--- src/rtl/mem_port_pkg.sv ---
`default_nettype none
// ============================================================================
// Module   : mem_port_pkg
// Purpose  : Shared types and constants for the unified memory port master.
//            - mem_state_t : access sequencer states.
//            - SZ_*        : request size encodings.
// Config   : MEM_SUBWORD_EN (consumed by mem_port_master)
// Revision : 1.0 - initial release
// ============================================================================
package mem_port_pkg;

  typedef enum logic [1:0] {
    IDLE = 2'd0,
    RD   = 2'd1,
    WR   = 2'd2,
    RESP = 2'd3
  } mem_state_t;

  localparam logic [1:0] SZ_BYTE = 2'b00;
  localparam logic [1:0] SZ_HALF = 2'b01;
  localparam logic [1:0] SZ_WORD = 2'b10;

endpackage
`default_nettype wire

--- src/rtl/mem_lane_align.sv ---
`default_nettype none
// ============================================================================
// Module   : mem_lane_align
// Purpose  : Purely combinational lane handling for sub-word accesses.
//            Extracts and sign/zero-extends load data from a memory word,
//            and merges store data into a previously read memory word.
// Ports    : size        in  2   request size (SZ_BYTE/SZ_HALF/other=word)
//            is_unsigned in  1   zero-extend sub-word loads when high
//            addr_lo     in  2   byte offset within the word
//            word        in  32  word read from memory
//            wdata       in  32  right-aligned store data
//            load_data   out 32  aligned, extended load result
//            store_data  out 32  word to write back to memory
// Config   : only instantiated when MEM_SUBWORD_EN is defined
// Revision : 1.0 - initial release
// ============================================================================
module mem_lane_align
  import mem_port_pkg::*;
(
  input  logic [1:0]  size,
  input  logic        is_unsigned,
  input  logic [1:0]  addr_lo,
  input  logic [31:0] word,
  input  logic [31:0] wdata,
  output logic [31:0] load_data,
  output logic [31:0] store_data
);

  logic [4:0]  sh_byte;
  logic [4:0]  sh_half;
  logic [31:0] byte_src;
  logic [31:0] half_src;

  // Bit offsets of the addressed byte lane and half lane.
  assign sh_byte  = {addr_lo, 3'b000};
  assign sh_half  = {addr_lo[1], 4'b0000};
  assign byte_src = word >> sh_byte;
  assign half_src = word >> sh_half;

  always_comb begin
    load_data  = word;
    store_data = wdata;
    case (size)
      SZ_BYTE: begin
        load_data  = {{24{~is_unsigned & byte_src[7]}}, byte_src[7:0]};
        store_data = (word & ~(32'h0000_00FF << sh_byte)) |
                     ({24'h0, wdata[7:0]} << sh_byte);
      end
      SZ_HALF: begin
        load_data  = {{16{~is_unsigned & half_src[15]}}, half_src[15:0]};
        store_data = (word & ~(32'h0000_FFFF << sh_half)) |
                     ({16'h0, wdata[15:0]} << sh_half);
      end
      default: begin
        load_data  = word;
        store_data = wdata;
      end
    endcase
  end

endmodule
`default_nettype wire

--- src/rtl/mem_port_master.sv ---
`default_nettype none
// ============================================================================
// Module   : mem_port_master
// Purpose  : Initiator for the unified instruction/data memory port. Accepts
//            byte-addressed load/store requests over valid/ready, issues
//            word-indexed memory accesses and returns a one-cycle response.
//            Sub-word stores are done as read-modify-write.
// Ports    : clk, rst_n (async, active low)
//            req_valid/req_ready/req_we/req_size/req_unsigned/req_addr/
//            req_wdata                    request channel
//            rsp_valid/rsp_rdata/rsp_err  response (no backpressure)
//            mem_WrEn/mem_RdEn/mem_addr/mem_WrData/mem_MemData  memory side
// Config   : MEM_SUBWORD_EN - enables byte/half loads and RMW stores; when
//            undefined every access is a word access.
// Revision : 1.0 - initial release
// ============================================================================
module mem_port_master
  import mem_port_pkg::*;
(
  input  logic        clk,
  input  logic        rst_n,
  input  logic        req_valid,
  output logic        req_ready,
  input  logic        req_we,
  input  logic [1:0]  req_size,
  input  logic        req_unsigned,
  input  logic [31:0] req_addr,
  input  logic [31:0] req_wdata,
  output logic        rsp_valid,
  output logic [31:0] rsp_rdata,
  output logic        rsp_err,
  output logic        mem_WrEn,
  output logic        mem_RdEn,
  output logic [31:0] mem_addr,
  output logic [31:0] mem_WrData,
  input  logic [31:0] mem_MemData
);

  mem_state_t  state;
  mem_state_t  state_next;
  logic        accept;
  logic        misaligned;
  logic        subword;
  logic        we_q;
  logic        err_q;
  logic [31:0] addr_q;
  logic [31:0] wdata_q;
  logic [31:0] word_q;
  logic [31:0] load_data;
  logic [31:0] store_data;

  assign accept = req_valid && (state == IDLE);

`ifdef MEM_SUBWORD_EN
  logic [1:0] size_q;
  logic       uns_q;

  always_comb begin
    misaligned = 1'b0;
    subword    = 1'b0;
    case (req_size)
      SZ_BYTE: subword = 1'b1;
      SZ_HALF: begin
        subword    = 1'b1;
        misaligned = req_addr[0];
      end
      default: misaligned = |req_addr[1:0];
    endcase
  end

  always_ff @(posedge clk or negedge rst_n) begin
    if (!rst_n) begin
      size_q <= SZ_WORD;
      uns_q  <= 1'b0;
    end else if (accept) begin
      size_q <= req_size;
      uns_q  <= req_unsigned;
    end
  end

  mem_lane_align u_lane_align (
    .size        (size_q),
    .is_unsigned (uns_q),
    .addr_lo     (addr_q[1:0]),
    .word        (word_q),
    .wdata       (wdata_q),
    .load_data   (load_data),
    .store_data  (store_data)
  );
`else
  // Word-only build: size/signedness are don't-care and the byte offset only
  // matters for the alignment check.
  logic unused_cfg;
  assign unused_cfg = ^{req_size, req_unsigned, addr_q[1:0]};
  assign misaligned = |req_addr[1:0];
  assign subword    = 1'b0;
  assign load_data  = word_q;
  assign store_data = wdata_q;
`endif

  always_ff @(posedge clk or negedge rst_n) begin
    if (!rst_n) begin
      state   <= IDLE;
      we_q    <= 1'b0;
      err_q   <= 1'b0;
      addr_q  <= 32'h0;
      wdata_q <= 32'h0;
      word_q  <= 32'h0;
    end else begin
      state <= state_next;
      if (accept) begin
        we_q    <= req_we;
        err_q   <= misaligned;
        addr_q  <= req_addr;
        wdata_q <= req_wdata;
      end
      // Memory read data is combinational; capture it at the end of RD.
      if (state == RD) begin
        word_q <= mem_MemData;
      end
    end
  end

  always_comb begin
    state_next = state;
    req_ready  = 1'b0;
    mem_RdEn   = 1'b0;
    mem_WrEn   = 1'b0;
    mem_WrData = 32'h0;
    rsp_valid  = 1'b0;
    rsp_err    = 1'b0;
    rsp_rdata  = 32'h0;
    case (state)
      IDLE: begin
        req_ready = 1'b1;
        if (accept) begin
          if (misaligned) begin
            state_next = RESP;
          end else if (!req_we || subword) begin
            // Loads and sub-word stores both need the current word first.
            state_next = RD;
          end else begin
            state_next = WR;
          end
        end
      end
      RD: begin
        mem_RdEn   = 1'b1;
        state_next = we_q ? WR : RESP;
      end
      WR: begin
        mem_WrEn   = 1'b1;
        mem_WrData = store_data;
        state_next = RESP;
      end
      RESP: begin
        rsp_valid  = 1'b1;
        rsp_err    = err_q;
        rsp_rdata  = (!we_q && !err_q) ? load_data : 32'h0;
        state_next = IDLE;
      end
      default: state_next = IDLE;
    endcase
  end

  assign mem_addr = {2'b00, addr_q[31:2]};

endmodule
`default_nettype wire

--- config.mk ---
export PLATFORM = sky130hd
export DESIGN_NAME = mem_port_master
export DESIGN_NICKNAME = d
export VERILOG_FILES = /design/src/rtl/mem_port_pkg.sv /design/src/rtl/mem_lane_align.sv /design/src/rtl/mem_port_master.sv
export SDC_FILE = /design/constraint.sdc
export NUM_CORES = 1
export LEC_CHECK = 0
export ABC_AREA = 1
export CORE_MARGIN = 2
export CORE_UTILIZATION = 45
export CTS_BUF_LIST = sky130_fd_sc_hd__clkbuf_4
export DETAILED_ROUTE_END_ITERATION = 12
export GPL_ROUTABILITY_DRIVEN = 1
export PLACE_DENSITY_LB_ADDON = 0.08
export SYNTH_ARGS = -nofsm -noshare
export SYNTH_HDL_FRONTEND = slang
export SYNTH_HIERARCHICAL = 1
export SYNTH_SLANG_ARGS = --single-unit
--- constraint.sdc ---
create_clock -name clk -period 2.2 [get_ports clk]
set_clock_uncertainty 0.15 [all_clocks]
set_input_delay 0.22 -clock clk [delete_from_list [all_inputs] [get_ports clk]]
set_output_delay 0.22 -clock clk [all_outputs]
set_load 0.05 [all_outputs]
# Yosys cells after proc, flatten, opt, wreduce, memory -nomap -nowiden
# Index checks and enable logic that the tools add are counted.
# totals
ff_bits,100
latchBits,0
ramBits,0
mem_bits_ro,0
inputBits,103
out_inout_bits,101
word_cells,29
memories,0
# op_classes
addsub,0
mul,0
div_mod_pow,0
magnitude_cmp,0
eq_ne,4
shift,0
muxes,13
bitwise_logic,0
n_reduce_logical,6
# ops
operator,n
$mux 32,3
$pmux 2 s4,1
$mux 1,6
$mux 2,3
$eq 2x2->1 const B,2
$eq 2x1->1 const B,1
$logic_and 1x1->1,2
$logic_not 1->1,2
$logic_not 2->1,1
$ne 2x2->1 const B,1
$reduce_or 2->1,1

# Logic depth before layout (Yosys ltp)
# depth
depth_word,4
ltp_mapped,8
depth_no_buf,6

# Least setup slack after synthesis
# OpenSTA, ideal clock, no wires.
# synth_path
kind,register to output
start,register state[0]
end,output rsp_rdata[0]
arrival_ns,1.988
path_slack_ns,-0.158
stages_incl_launch_ff,5
path_buffers,1
cell_sequence,dfrtp_1 > ha_1 > nand3_1 > clkbuf_1 > nor2_1
# synth_via
elab_chain_len,2
# synth_lines
element,line_no,text
from (decl),mem_port_master.sv:39,mem_state_t state;
from (signal assigned),mem_port_master.sv:110,state <= state_next;
$eq 2x2->1,mem_port_master.sv:133,case (state)
$mux 32,mem_port_master.sv:133,
to (decl),mem_port_master.sv:30,"output logic [31:0] rsp_rdata,"
# No other way between the ends.

# Worst setup path after layout
# layout_path
start,register state[0]
end,output rsp_rdata[21]
# Same word-level chain as after synthesis.

==> impl_metrics.toml <==
[sta]
max_clock_freq_mhz = 466.2
hold_viol = 0
holdWs_ps = 145.1
rsz0062_at_grt = "true"
fin_crit_ps = 2145
tightest_slew_ps = 626.8
setup_viol = 0
min_period_over_period_pct = 97.50
finalMaxSlewViolations = 0
slew-limit-headroom_pct = 58.21

[synth]
yosysUniqueCellTypes = 15
synth_ff_type = "dfrtp_1"
synth_top_area_share_pct = 57.68
syn_area_per_cell_um2 = 7.873
ys_seq_area_share_pct = 57.68
netlist_top_cells_area = "dfrtp_1 58%, nand2_1 23%, inv_1 6.5%"
synthArstFlopShare_pct = 100.0
synth_edf_count = 0
ys.warnings.count = 6
synth_top_cell_by_area = "dfrtp_1"
synthCells = 540
synth_seq_cells = 98
syn_area_mm2 = 0.004252

[layout]
layout_commonest_cell = "nand2_1"
num-fill-cells = 624
layout.nets = 841
area_growth_pct = 69.01
diodes = 0
drive_gt1_share_pct = 15.85
fin_util_pct = 78.14
final_cell_mix = "259 x nand2_1, 128 x clkdlybuf4s50_1, 98 x dfrtp_1, 74 x inv_1, 69 x buf_12"

[clock_network]
clock_sinks = 98
cts_made_buffers = 9
clk_pin_slew_worst_paths_ps = 160
clockBufferDepth = 2
cts_root_buf = "clkbuf_4"
h-tree-depth = 3
tritoncts = "done"
clkLatencyLatePin_ps = 420

[global_routing]
grt_pass1_wl_um = 18340
grt_max_degree = 48
grt_pass1_vias = 3898
grt_usage_pct = 22.83
antenna_found_initial = 0
overflow = 0

[detailed_routing]
wirelength_um = 11270
detail-route-antenna-nets = 0
via_per_inst = 4.620
wl_per_cell_um = 13.27
drc = 0
vias = 3922
drt_iter0_drc = 167
drt_first_pass_iters = 6

[power]
cellLeakagePower_nw = 3.670
ir_drop_mv = 1.007
power_density_mw_per_mm2 = 1423

[die]
rows = 35
dieArea_mm2 = 0.01024
start_util_pct = 46.23
io_pins = 204
die_height_um = 101.2
die_w_um = 101.2
core-area_mm2 = 0.009196

[critical_path]
crit_path_start_kind = "register"
path_max_fanout = 18
critical_path_class = "reg2out"
endpoint_kind = "output pin"
required_ps = 1830
cp.arrival_ps = 1770

[placed_design]
gp_congestion = 0.7788
portBuffers = 198
dp_hpwl_um = 8178

[status]
outcome = "finished, final reports clean"

[run]
drv_cap = 0

[min_path]
hp-class = "in2async"
## worst max-delay path, stage by stage (launching register included)
cell     delay (ps)
dfrtp_1         440
ha_2            230
nand3_1         100
buf_4           210
nor2_1          210
buf_12          170
## state kept, by name (all words and copies together) (netlist names)
register,cells
addr_q,30
load_data,32
err_q,1
store_data,32
we_q,1
state,2
## metrics by stage
stage / power (mW) / cell area [um^2] / setup WS (ps) / TNS, ps / std cells
after floorplan: 6.657 / 4258 / -157.9 / -4737 / 541
after global placement: 9.078 / 6979 / 431.0 / 0 / 832
after detailed placement: 9.243 / 6979 / 363.7 / 0 / 832
after CTS: 10.22 / 7129 / 13.41 / 0 / 848
after global routing: 10.88 / 7186 / -57.85 / -664.5 / 849
final: 10.23 / 7186 / 55.07 / 0 / 849
## metal layers
| metal | wire length [um] | up-vias | GRT usage (%) |
|---|---|---|---|
| met3 | 874 | 13 | 7.453 |
| met1 | 4926 | 1805 | 30.18 |
| met2 | 5312 | 147 | 35.91 |
| met4 | 156 | 0 | 7.380 |
| li1 | - | 1957 | - |
| met5 | 0 | - | 0 |
## cell usage after synthesis, types with 2 or more instances
master and count:
inv_1 74, nand3_1 5, ha_1 4, buf_4 2, nand2_1 259, o21ai_0 34, clkbuf_1 17, dfrtp_1 98
buf_6 5, nor2_1 33, buf_2 5
## logic make-up after synthesis
family | after synthesis | share of synthesized area (%)
buffers and inverters | 104 | 10.39
AND/OR/NAND/NOR | 299 | 26.66
flip-flops | 98 | 57.68
adder cells (fa/ha/maj) | 4 | 1.177
AO/OA/AOI/OAI | 34 | 4.002
other | 1 | 0.08820
## area by class of cell
type                            instances  area [um^2]  share of cell area [%]
Tap cell                              111        138.9                   1.933
Timing Repair Buffer                  211         2770                   38.55
Clock inverter                          4        53.80                  0.7487
Clock buffer                           11        82.58                   1.149
Sequential cell                        98         2452                   34.13
Multi-Input combinational cell        339         1406                   19.57
Inverter                               75        281.5                   3.918
## where the power goes
part	leakage [nW]	switching (mW)	internal, mW
combinational	2.38	3.86	2.38
sequential	1.22	0.376	2.65
clock	0.0692	0.588	0.369
## final timing paths
check / slack, ps / end / from / depth (start not counted)
max in group asynchronous: 1030 / load_data[21] / rst_n / 3
hold reg to reg: 350 / addr_q[3] / addr_q[3] / 2
min in group clk: 150 / addr_q[15] / req_addr[15] / 3
hold / removal: 150 / load_data[6] / rst_n / 2
setup / recovery: 60 / rsp_rdata[21] / state[0] / 5
setup reg to reg: 330 / addr_q[9] / state[0] / 7
## timing repair
item | in CTS | in global routing
endpoints found under the setup margin | 32 | 63
buffers inserted | 0 | 1
resized for setup | 1 | 18
hold endpoints to repair | 45 | 0
hold buffers | 1 | 0
No activity file was read; power rests on OpenSTA's default activity.
==> patch 1 (same flow settings) <==
Add a define of `MEM_SUBWORD_EN`.
--- a/src/rtl/mem_port_master.sv
+++ b/src/rtl/mem_port_master.sv
@@ -14,6 +14,8 @@
 //            undefined every access is a word access.
 // Revision : 1.0 - initial release
 // ============================================================================
+`define MEM_SUBWORD_EN
+
 module mem_port_master
   import mem_port_pkg::*;
 (
Function: changed (a bounded check fails within 4 cycles, from zero or initial values and one cycle with rst_n low).
==> patch 1 against the original RTL <==
The flow now finishes with violations (negative setup slack); register-to-register slack got worse by 0.10 ns; sequential cell count up 5; power is 67% higher; final area up 43%; fmax fell by 13%; routed wire length rose by 92%; synthesized area rose by 55%; non-clock buffer count up 43; sequential share of layout area decreased by 8.9 points; worst setup slack worse by 0.31 ns; cell count increased by 59%; clock power down 2.6%; combinational power rose by 98%; critical path type unchanged; critical endpoint is now rsp_rdata[2]; highest routed layer unchanged.
==> patch 1: results (changes against the original RTL) <==
dr.first_iter.drc_count: 681  # +310%
ys_async_sr_fraction_pct: 100  # unchanged
clk_path_buf_depth: 2  # unchanged
cts_root_buffer: "clkbuf_4"
cts_max_level: 3  # unchanged
synthTopCellsByArea: "dfrtp_1 39%, nand2_1 26%, inv_1 6.4%"
critical_path.max_fanout: 11  # -7
worstMarginPinSlew_ns: 0.567  # -0.0598 ns
antenna_cells: 0  # unchanged
status: "finished, violations left"
synth_warnings: 6  # unchanged
setup_viol: 64  # +64
grt_max_degree: 72  # +50%
place_inst: 1304  # +57%
clk_latency_ns: 0.49  # +0.07 ns
dp_hpwl_mm: 14.6  # +78%
fin_cells: 1353  # +59%
yosys-top-cells-count: "461 x nand2_1, 112 x inv_1, 102 x dfrtp_1"
grt.total_usage_pct: 26.6  # +3.8 points
nFillCells: 1128  # +81%
numCtsBuffers: 9  # unchanged
grt_pass1_vias: 6391  # +64%
min_path_type: "in2reg"
reg_top3: "addr_q (32), wdata_q (32), word_q (32)"
drt_pass1_iterations: 5  # -1
drt-wirelength-per-cell_um: 16.0  # +20%
violations: "negative setup slack"
fin_tns_setup_ns: -11.86  # -11.86 ns
grt_pass1_wl_mm: 33.3  # +82%
cp.arrival_ns: 2.09  # +0.32 ns
leakagePower_uw: 0.00515  # +40%
critPathSlowestCell: "dfrtp_2"
port_buffers: 201  # +1.5%
cpPeakStageDelay_ns: 0.61  # +0.17 ns
vias: 6882  # +75%
yosysSeqAreaShare_pct: 39.2  # -18 points
max-vdd-ir-drop_uv: 1160  # +15%
final_nets: 1271  # +51%
antenna_found_initial: 0  # unchanged
clk_pin_slew_ns: 0.17
drive_above_1_share_pct: 28.1  # +12 points
synthFlopType: "dfrtp_1"
fin_ws_ns: -0.258  # -0.313 ns
avgSynthCellArea_um2: 6.74  # -14%
place_congestion: 0.966  # +24%
yosysUniqueCellTypes: 35  # +20
==> patch 1: timing repair <==
| item | CTS | global route |
|---|---|---|
| hold buffers | 1 | 0 |
| resized for setup | 119 | 98 |
| endpoints found under the setup margin | 64 | 64 |
| cloned | 7 | 0 |
| endpoints found under the hold margin | 77 | 0 |
| pin swaps | 46 | 32 |
| setup buffers | 18 | 7 |
==> patch 1: area by class of cell <==
| class | instances | share of cell area (%) |
|---|---|---|
| Multi-Input combinational cell | 676 | 35.1 |
| Timing Repair Buffer | 254 | 31.6 |
| Sequential cell | 103 | 25.2 |
| Inverter | 120 | 4.74 |
| Tap cell | 184 | 2.25 |
| Clock buffer | 10 | 0.733 |
| Clock inverter | 6 | 0.415 |
==> patch 1: kinds of logic after synthesis <==
family,count (synthesis),synth area share (%)
AO/OA/AOI/OAI,69,6.11
adder cells (fa/ha/maj),4,0.761
buffers and inverters,203,15.2
flip-flops,103,39.2
other,1,0.0570
AND/OR/NAND/NOR,595,38.6
==> patch 1: per-layer routing <==
metal	GRT usage, %	share of wire (%)
met1	33.8	40
met3	6.57	7.8
met4	6.93	3.2
met5	0	0
met2	45.5	49
==> patch 1: path summary, 6_finish.rpt <==
path                                  start            to  slack, ns  cells past startpoint
min in group asynchronous             rst_n    word_q[18]       0.09                      2
worst max-delay path              addr_q[0]  rsp_rdata[2]      -0.26                      8
worst min-delay path            req_addr[8]     addr_q[8]       0.08                      3
worst max register to register     state[0]     addr_q[1]       0.23                      8
worst min register to register    word_q[5]     word_q[5]       0.34                      2
max in group asynchronous             rst_n    addr_q[26]       1.16                      3
==> patch 1: critical path, delay by kind of cell (launching register included) <==
family / cells / cell delay (ns)
flip-flops: 1 / 0.61
buffers and inverters: 3 / 0.41
AND/OR/NAND/NOR: 3 / 0.39
AO/OA/AOI/OAI: 2 / 0.22
==> patch 1: metrics by stage <==
| step | worst slack (ns) | power, uW | util (%) | area (um^2) |
|---|---|---|---|---|
| CTS | -0.231 | 16200 | 68.4 | 9860 |
| global placement | 0.139 | 13800 | 63.3 | 9130 |
| global route | -0.392 | 18100 | 71.1 | 10200 |
| finish | -0.258 | 17100 | 71.1 | 10200 |
| detailed placement | 0.122 | 13900 | 63.3 | 9130 |
| floorplan | -0.158 | 10600 | - | 6610 |
==> patch 1: power breakdown <==
group	total (uW)	internal [uW]	switching [uW]
clock	932	251	681
combinational	12400	4760	7610
sequential	3790	2800	996
==> patch 2 (config.mk and constraints unchanged) <==
Without the edit above. Register the output `rsp_err`, with the module's reset; this adds one clock of latency there. The other outputs are not delayed to match.
--- a/src/rtl/mem_port_master.sv
+++ b/src/rtl/mem_port_master.sv
@@ -35,6 +35,8 @@
   output logic [31:0] mem_WrData,
   input  logic [31:0] mem_MemData
 );
+
+  logic rsp_err_d;
 
   mem_state_t  state;
   mem_state_t  state_next;
@@ -128,7 +130,7 @@
     mem_WrEn   = 1'b0;
     mem_WrData = 32'h0;
     rsp_valid  = 1'b0;
-    rsp_err    = 1'b0;
+    rsp_err_d  = 1'b0;
     rsp_rdata  = 32'h0;
     case (state)
       IDLE: begin
@@ -155,7 +157,7 @@
       end
       RESP: begin
         rsp_valid  = 1'b1;
-        rsp_err    = err_q;
+        rsp_err_d  = err_q;
         rsp_rdata  = (!we_q && !err_q) ? load_data : 32'h0;
         state_next = IDLE;
       end
@@ -165,6 +167,14 @@
 
   assign mem_addr = {2'b00, addr_q[31:2]};
 
+  always_ff @(posedge clk or negedge rst_n) begin
+    if (!rst_n) begin
+      rsp_err <= '0;
+    end else begin
+      rsp_err <= rsp_err_d;
+    end
+  end
+
 endmodule
 `default_nettype wire
 
Function: changed (a bounded check fails within 4 cycles, from zero or initial values and one cycle with rst_n low).
==> patch 2 against the original RTL <==
Critical endpoint is now rsp_rdata[2]; power up 0.23%; global-route usage up 0.64 points; count of clock-buffer cells in the layout unchanged; synthesized cell count up 0.19%; sequential cell count up 1; fmax up 0.36%; largest power group unchanged; sequential share of layout area up 0.29 points; synthesized area up 1.2%; clock power down 0.7%; routed wire length up 3.4%; critical path depth unchanged; die area up 1.2%; worst setup slack better by 0.0077 ns; final area up 0.16%.
==> patch 2: results (changes against the original RTL) <==
multi_input_area_um2: 1370  # -2.6%
inverters: 74  # -1.3%
clk_pin_slew_ns: 0.14  # -0.02 ns
clk_share_pct: 1.88  # -0.020 points
buffer_area_share_pct: 38.6  # about the same
pre_cts_slack_ns: 0.423  # +0.0593 ns
yosysSeqAreaShare_pct: 57.6  # -0.12 points
grt_pass1_vias: 4009  # +2.8%
multi_input_area_share_pct: 19.0  # -0.53 points
dp_hpwl_mm: 8.78  # +7.4%
grt.total_usage_pct: 23.5  # +0.64 points
grt_pass1_wl_mm: 18.9  # +3.1%
seq_area_um2: 2480  # +1.0%
worstMarginPinSlew_ns: 0.526  # -0.101 ns
leakagePower_uw: 0.00368  # +0.34%
n_all_buffers: 212  # +0.47%
dpl_cell_area_um2: 7010  # +0.43%
cpPeakStageDelay_ns: 0.42  # -0.02 ns
drt-total-wl_mm: 11.7  # +3.4%
synth_seq_cells: 99  # +1.0%
final_nets: 842  # +0.12%
max-vdd-ir-drop_uv: 808  # -20%
vias: 3967  # +1.1%
status: "finished, final reports clean"
place_congestion: 0.791  # +1.6%
patch 2: cell types whose count changed after synthesis:
cell,change
nand2_2,-1
inv_1,-1
nand3_1,-1
buf_4,+2
buf_2,+12
nor2_1,+3
nand2_1,-1
dfrtp_1,+1
buf_6,+1
clkbuf_2,+1
clkbuf_1,-15
patch 2: path summary, 6_finish.rpt:
| check | from | endpoint | slack (ns) | depth (start not counted) |
|---|---|---|---|---|
| hold reg to reg | addr_q[5] | addr_q[5] | 0.35 | 2 |
| setup / recovery | state[0] | rsp_rdata[2] | 0.06 | 5 |
| setup reg to reg | state[0] | load_data[27] | 0.48 | 4 |
| min in group clk | req_addr[8] | addr_q[8] | 0.15 | 3 |
| max in group asynchronous | rst_n | load_data[10] | 1.12 | 3 |
| hold / removal | rst_n | load_data[18] | 0.06 | 2 |
patch 2: cell families after synthesis:
family	synth area share, %
AO/OA/AOI/OAI	3.95
flip-flops	57.6
AND/OR/NAND/NOR	26.3
buffers and inverters	11.0
adder cells (fa/ha/maj)	1.16
other	0.0871
patch 2: routing by layer:
metal  up-vias  part of all wire [%]  global-route usage [%]
met5         -                     0                       0
met4         0                   1.9                    9.15
met3        17                   7.9                    7.45
met2       140                    51                    39.9
met1      1854                    39                    27.7
li1       1956                     -                       -
patch 2: power by group:
| part | total [uW] | switching (uW) | internal (uW) |
|---|---|---|---|
| sequential | 3060 | 382 | 2670 |
| clock | 950 | 583 | 367 |
| combinational | 6250 | 3860 | 2380 |
patch 2: metrics by stage:
| step | power, uW | std cells | hold WS (ns) |
|---|---|---|---|
| after floorplan | 6740 | 542 | -0.226 |
| after global placement | 9110 | 850 | -0.0109 |
| after detailed placement | 9310 | 850 | -0.00522 |
| after CTS | 10300 | 866 | 0.0378 |
| after global routing | 10900 | 868 | 0.0417 |
| final | 10300 | 868 | 0.0579 |
